**src/rtl/alu_mult_seq.sv**
```systemverilog
// Multi-cycle 32x32 -> 64-bit shift-add multiplier for MULT/MULTU.
// The shared ALU performs one add, sub or nor per cycle. The final
// product is held in the HI/LO registers.
module alu_mult_seq #(
    parameter int ITERS = 32
) (
    input  logic        clk,
    input  logic        rst_n,
    input  logic        start,
    input  logic        is_signed,
    input  logic [31:0] op_a,
    input  logic [31:0] op_b,
    output logic [3:0]  alu_ctl,
    output logic [31:0] alu_a,
    output logic [31:0] alu_b,
    input  logic [31:0] alu_out,
    input  logic        alu_zero,
    output logic        busy,
    output logic        done,
    output logic [31:0] hi,
    output logic [31:0] lo
);

    typedef enum logic [2:0] {
        S_IDLE, S_NEG_A, S_NEG_B, S_ITER, S_FIX_LO, S_FIX_HI, S_FIX_INC, S_DONE
    } state_t;

    localparam logic [3:0] CTL_ADD = 4'd2;
    localparam logic [3:0] CTL_SUB = 4'd6;
    localparam logic [3:0] CTL_NOR = 4'd12;
    localparam logic [5:0] LAST_ITER = 6'(ITERS - 1);

    state_t      state, state_next;
    logic [31:0] mcand;
    logic [5:0]  count;
    logic        neg;      // product must be negated at the end
    logic        b_neg;    // op_b magnitude must be taken after op_a
    logic        lo_zero;  // negated low word was zero: carry into hi
    logic        carry;

    // The carry out of the 32-bit add is recovered from wrap-around.
    assign carry = (alu_out < hi);

    assign busy = (state != S_IDLE) && (state != S_DONE);
    assign done = (state == S_DONE);

    // State register and datapath registers for every state.
    always_ff @(posedge clk) begin
        // NOTE: sequential state uses non-blocking assignments so that
        // all registers see the pre-edge values of each other.
        if (!rst_n) begin
            state   <= S_IDLE;
            hi      <= '0;
            lo      <= '0;
            mcand   <= '0;
            count   <= '0;
            neg     <= 1'b0;
            b_neg   <= 1'b0;
            lo_zero <= 1'b0;
        end else begin
            state <= state_next;
            case (state)
                S_IDLE: begin
                    if (start) begin
                        mcand <= op_a;
                        lo    <= op_b;
                        hi    <= '0;
                        count <= '0;
                        neg   <= is_signed & (op_a[31] ^ op_b[31]);
                        b_neg <= is_signed & op_b[31];
                    end
                end
                S_NEG_A: mcand <= alu_out;
                S_NEG_B: lo    <= alu_out;
                S_ITER: begin
                    // The 65-bit {carry, sum, lo} is shifted right by one.
                    hi    <= {carry, alu_out[31:1]};
                    lo    <= {alu_out[0], lo[31:1]};
                    count <= count + 6'd1;
                end
                S_FIX_LO: begin
                    lo      <= alu_out;
                    lo_zero <= alu_zero;
                end
                S_FIX_HI:  hi <= alu_out;
                S_FIX_INC: hi <= alu_out;
                default: ;
            endcase
        end
    end

    // Next-state and ALU port drive, decoded from state and registers.
    always_comb begin
        // NOTE: every output gets a default first, so no path through
        // the case statement can infer a latch.
        state_next = state;
        alu_ctl    = 4'd0;
        alu_a      = '0;
        alu_b      = '0;
        case (state)
            S_IDLE: begin
                if (start) begin
                    if (is_signed && op_a[31])      state_next = S_NEG_A;
                    else if (is_signed && op_b[31]) state_next = S_NEG_B;
                    else                            state_next = S_ITER;
                end
            end
            S_NEG_A: begin
                alu_ctl    = CTL_SUB;
                alu_b      = mcand;
                state_next = b_neg ? S_NEG_B : S_ITER;
            end
            S_NEG_B: begin
                alu_ctl    = CTL_SUB;
                alu_b      = lo;
                state_next = S_ITER;
            end
            S_ITER: begin
                alu_ctl = CTL_ADD;
                alu_a   = hi;
                alu_b   = lo[0] ? mcand : 32'd0;
                if (count == LAST_ITER) state_next = neg ? S_FIX_LO : S_DONE;
            end
            S_FIX_LO: begin
                alu_ctl    = CTL_SUB;
                alu_b      = lo;
                state_next = S_FIX_HI;
            end
            S_FIX_HI: begin
                alu_ctl    = CTL_NOR;
                alu_a      = hi;
                alu_b      = hi;
                state_next = lo_zero ? S_FIX_INC : S_DONE;
            end
            S_FIX_INC: begin
                alu_ctl    = CTL_ADD;
                alu_a      = hi;
                alu_b      = 32'd1;
                state_next = S_DONE;
            end
            S_DONE:  state_next = S_IDLE;
            default: state_next = S_IDLE;
        endcase
    end

endmodule

```
**config.mk**
```make
export PLATFORM = sky130hd
export DESIGN_NAME = alu_mult_seq
export DESIGN_NICKNAME = d
export VERILOG_FILES = /design/src/rtl/alu_mult_seq.sv
export SDC_FILE = /design/constraint.sdc
export NUM_CORES = 1
export LEC_CHECK = 0
export ABC_AREA = 1
export CAP_MARGIN = 20
export CORE_ASPECT_RATIO = 2
export CORE_MARGIN = 2
export CORE_UTILIZATION = 41
export CTS_CLUSTER_SIZE = 10
export DETAILED_ROUTE_END_ITERATION = 12
export GPL_TIMING_DRIVEN = 0
export PLACE_DENSITY_LB_ADDON = 0.25
export SLEW_MARGIN = 40
export SYNTH_ARGS = -nofsm -noshare
export SYNTH_HDL_FRONTEND = slang
export SYNTH_SLANG_ARGS = --single-unit
export TNS_END_PERCENT = 20
```
**constraint.sdc**
```tcl
create_clock -name clk -period 1.5 [get_ports clk]
set_input_delay 0.3 -clock clk [delete_from_list [all_inputs] [get_ports clk]]
set_output_delay 0.3 -clock clk [all_outputs]
set_load 0.01 [all_outputs]
```
==> results.md <==
* Max incr delay on CP at 0.41 ns
* Hold Crit Depth at 3
* # DRC at 0
* Failing checks: setup timing
* Adder-cell share of the synthesized area at 0.0610
* Synth area leaders: dfxtp_1, nand2_1, inv_1
* Flops & latches, synth at 108
* First-pass GRT wire length at 43700 um
* Mux contribution to synthesized area at 0
* CTS tree: yes
* LEAKAGE at 5.08 nW
* Chip width at 93.4 um
* Hold Crit Class: in -> reg
* R2R Path End: lo[1]
* R2R depth at 10
* Syn Inst Count at 957
* Clk sinks at 108
* Wirelength per Cell at 20.6 um
* Worst slew pin tran at 0.637 ns
* Core area at 0.0157 sq mm
* Register area share after synthesis at 0.330
* Post-synth top cells: nand2_1, inv_1, dfxtp_1
* Peak supply drop at 0.00107 V
* Pwr per Cell Area at 1940 mW/mm^2
* Simple-gate share of the synthesized area at 0.220
* XOR/XNOR Fraction of Synth Area at 0
* Fmax at 443 MHz
* Crit-path max FO at 5
* # fillers at 1366
* Total GRT Usage at 0.333
* Main combinational cell family by area after synthesis: compound AO/OA/AOI/OAI gates
* Number of synthesized flops with an enable pin at 0
* Crit start category: flop
* Max-cap violations at 0
* Vias per inst at 5.77
* Crit path kind: reg -> out
* Hold_sp: alu_out[6]
* Worst skew pair latency at 0.36 ns
* Register area at 0.00222 sq mm
* Vias in the first global route at 8295
* Largest net degree at the start of global routing at 18
* Final hold vios at 0
* Final slew viol count at 0
* Tcrit/Tclk final at 1.51
* Area Overhead vs Synth at 57.8%
* Die height at 183 um
* Layout cell share with drive strength beyond 1 at 0.256
* Mapped Area at 0.00656 sq mm
* Clock Skews at 0.00854 ns
* Initial antenna violation count at 0
* FF-to-FF setup slack at -0.45 ns
* R2R Path Start: state[0]
* Placed cells at 1390
* Outcome: finished, violations left
* # IOs at 235
* Pwr Total at 20.1 mW
* Final design utilization at 0.659
* PnR worst setup slack at -0.759 ns
* FP Rows at 65
* Top delay family on crit path: buffers and inverters
* Worst-path cell chain: inv_4 > nor2_4 > buf_6 > inv_4 > nor2_4 > a21oi_2 > inv_2 > buf_6 > buf_8 > nand2_2 > o221ai_4 > buf_2
* Synth Flop Type: dfxtp_1
* Unique masters post-synth at 36
* CTS Buf Count at 9
* DIE AREA at 0.0171 sq mm
* Fraction of registers with async set/reset at 0
* Fin Hold WS at 0.340 ns
* Worst EP arrival at 1.96 ns
* Initial Util at 0.418
* Grt ovf at 0
* Setup violations, final at 170
* Nets at 1377
* Clock buffer depth at 2
* Synth Area in Compound Gates at 0.256
* RSZ-0062 raised after global routing: yes
* Top-count cell post-synth: nand2_1
* IO buf count at 232
* Via count at 8360
* N_diodes at 0
* Share of the synthesized area in the top cell type at 0.330
* Pre-CTS setup slack at -0.943 ns
* Critical path required time at 1.20 ns
* Kind of end point of the critical path: primary output
* Dpl hpwl at 20500 um
* Clock Root Buffer: clkbuf_16
* Final WL at 29800 um
* CP max stage cell: dfxtp_4
* Mapped Avg Cell Area at 6.85 sq um
* Final instance count without filler cells at 1450
* Iter 0 DRT Violations at 655
* Final antenna-violating net count at 0
* H-tree levels at 3
* Area of the multi-input gates at 0.00395 sq mm
* Critical Path Source: state[0]
* DRT Pass-1 Iters at 5
* Synth warn at 0
* Min Tclk post-route at 2.26 ns
* Critical path buffer and inverter count at 7
* Area leader, netlist: dfxtp_1
* Gpl congestion at 0.911
* Syn nets at 1090
* Reg clk slew, reported paths at 0.08 ns
* Slew HR at 0.576
* Hold Path End: mcand[6]
power breakdown:
part           leakage [nW]  total, mW  switching, mW  internal (mW)
clock network         0.150       2.52           1.17           1.35
registers             0.905       4.95           1.01           3.94
logic                  4.03       12.6           7.30           5.31
total                  5.08       20.1           9.48           10.6
metrics by stage:
step,TNS (ns),instance area (sq um)
6_report,-71.27,10300
5_1_grt,-81.84,10300
4_1_cts,-59.74,10000
3_5_place_dp,-85.98,9240
3_3_place_gp,-85.03,9240
2_1_floorplan,-0.167,6660
cell families after synthesis:
| kind of cell | Yosys count |
|---|---|
| adders and majority gates | 32 |
| and+or+nand+nor | 355 |
| AOI/OAI and AO/OA | 258 |
| buffers and inverters | 203 |
| other | 1 |
| DFF | 108 |
worst max path at each step:
stage | endpoint | slack, ns | cells after the start
floorplan | alu_b[0] | -0.04 | 8
global placement | alu_a[26] | -0.95 | 10
detailed placement | alu_b[11] | -0.94 | 7
CTS | alu_b[27] | -0.72 | 12
global route | alu_b[30] | -0.80 | 12
finish | alu_b[30] | -0.76 | 12
cells in the final DEF, fill, tap and decap left out, types with 36 or more instances in the layout:
cell type and count:
dfxtp_1 70, nand2_1 231, dlygate4sd2_1 72, a21oi_1 48, inv_1 126, a22oi_1 60
clkdlybuf4s50_1 85, buf_2 65, buf_4 36, buf_6 38, nand3_1 38, a31oi_1 43
registers in the layout, indices dropped and copies added (netlist names):
name / cells
mcand: 32
count: 6
lo: 32
lo_zero: 1
b_neg: 1
state: 3
hi: 32
neg: 1
worst reg2reg max path, cell delays in order (launching register included):
cell and delay (ns):
dfxtp_4 0.41, buf_4 0.14, nor2_4 0.04, nand2_2 0.07
nand2_4 0.08, buf_4 0.15, nor2_4 0.27, nand2_4 0.21
buf_4 0.25, o211ai_1 0.18, inv_1 0.06
repair_timing:
item                                    in CTS  in global routing
gates resized for setup                    528                 76
hold buffers                                 0                  0
pin swaps                                    6                  8
gates cloned                                 3                  0
endpoints found under the setup margin     234                173
setup buffers                               31                 12
metal layers:
metal / wire, um / GRT usage / part of all wire / up-vias
met2: 15500 / 0.598 / 0.52 / 483
met3: 2100 / 0.0485 / 0.070 / 177
met4: 2480 / 0.251 / 0.083 / 0
met1: 9740 / 0.337 / 0.33 / 3892
li1: - / - / - / 3808
met5: 0 / 0 / 0 / -
final cells by class:
cell class | instances | area share
sequential | 108 | 0.214
clock inverter | 5 | 0.00592
inverter | 139 | 0.0536
clock buffer | 11 | 0.0235
tap | 201 | 0.0243
timing repair buffer | 277 | 0.241
multi-input combinational | 646 | 0.381
buffer | 63 | 0.0560
(Power assumes the default switching activity.)
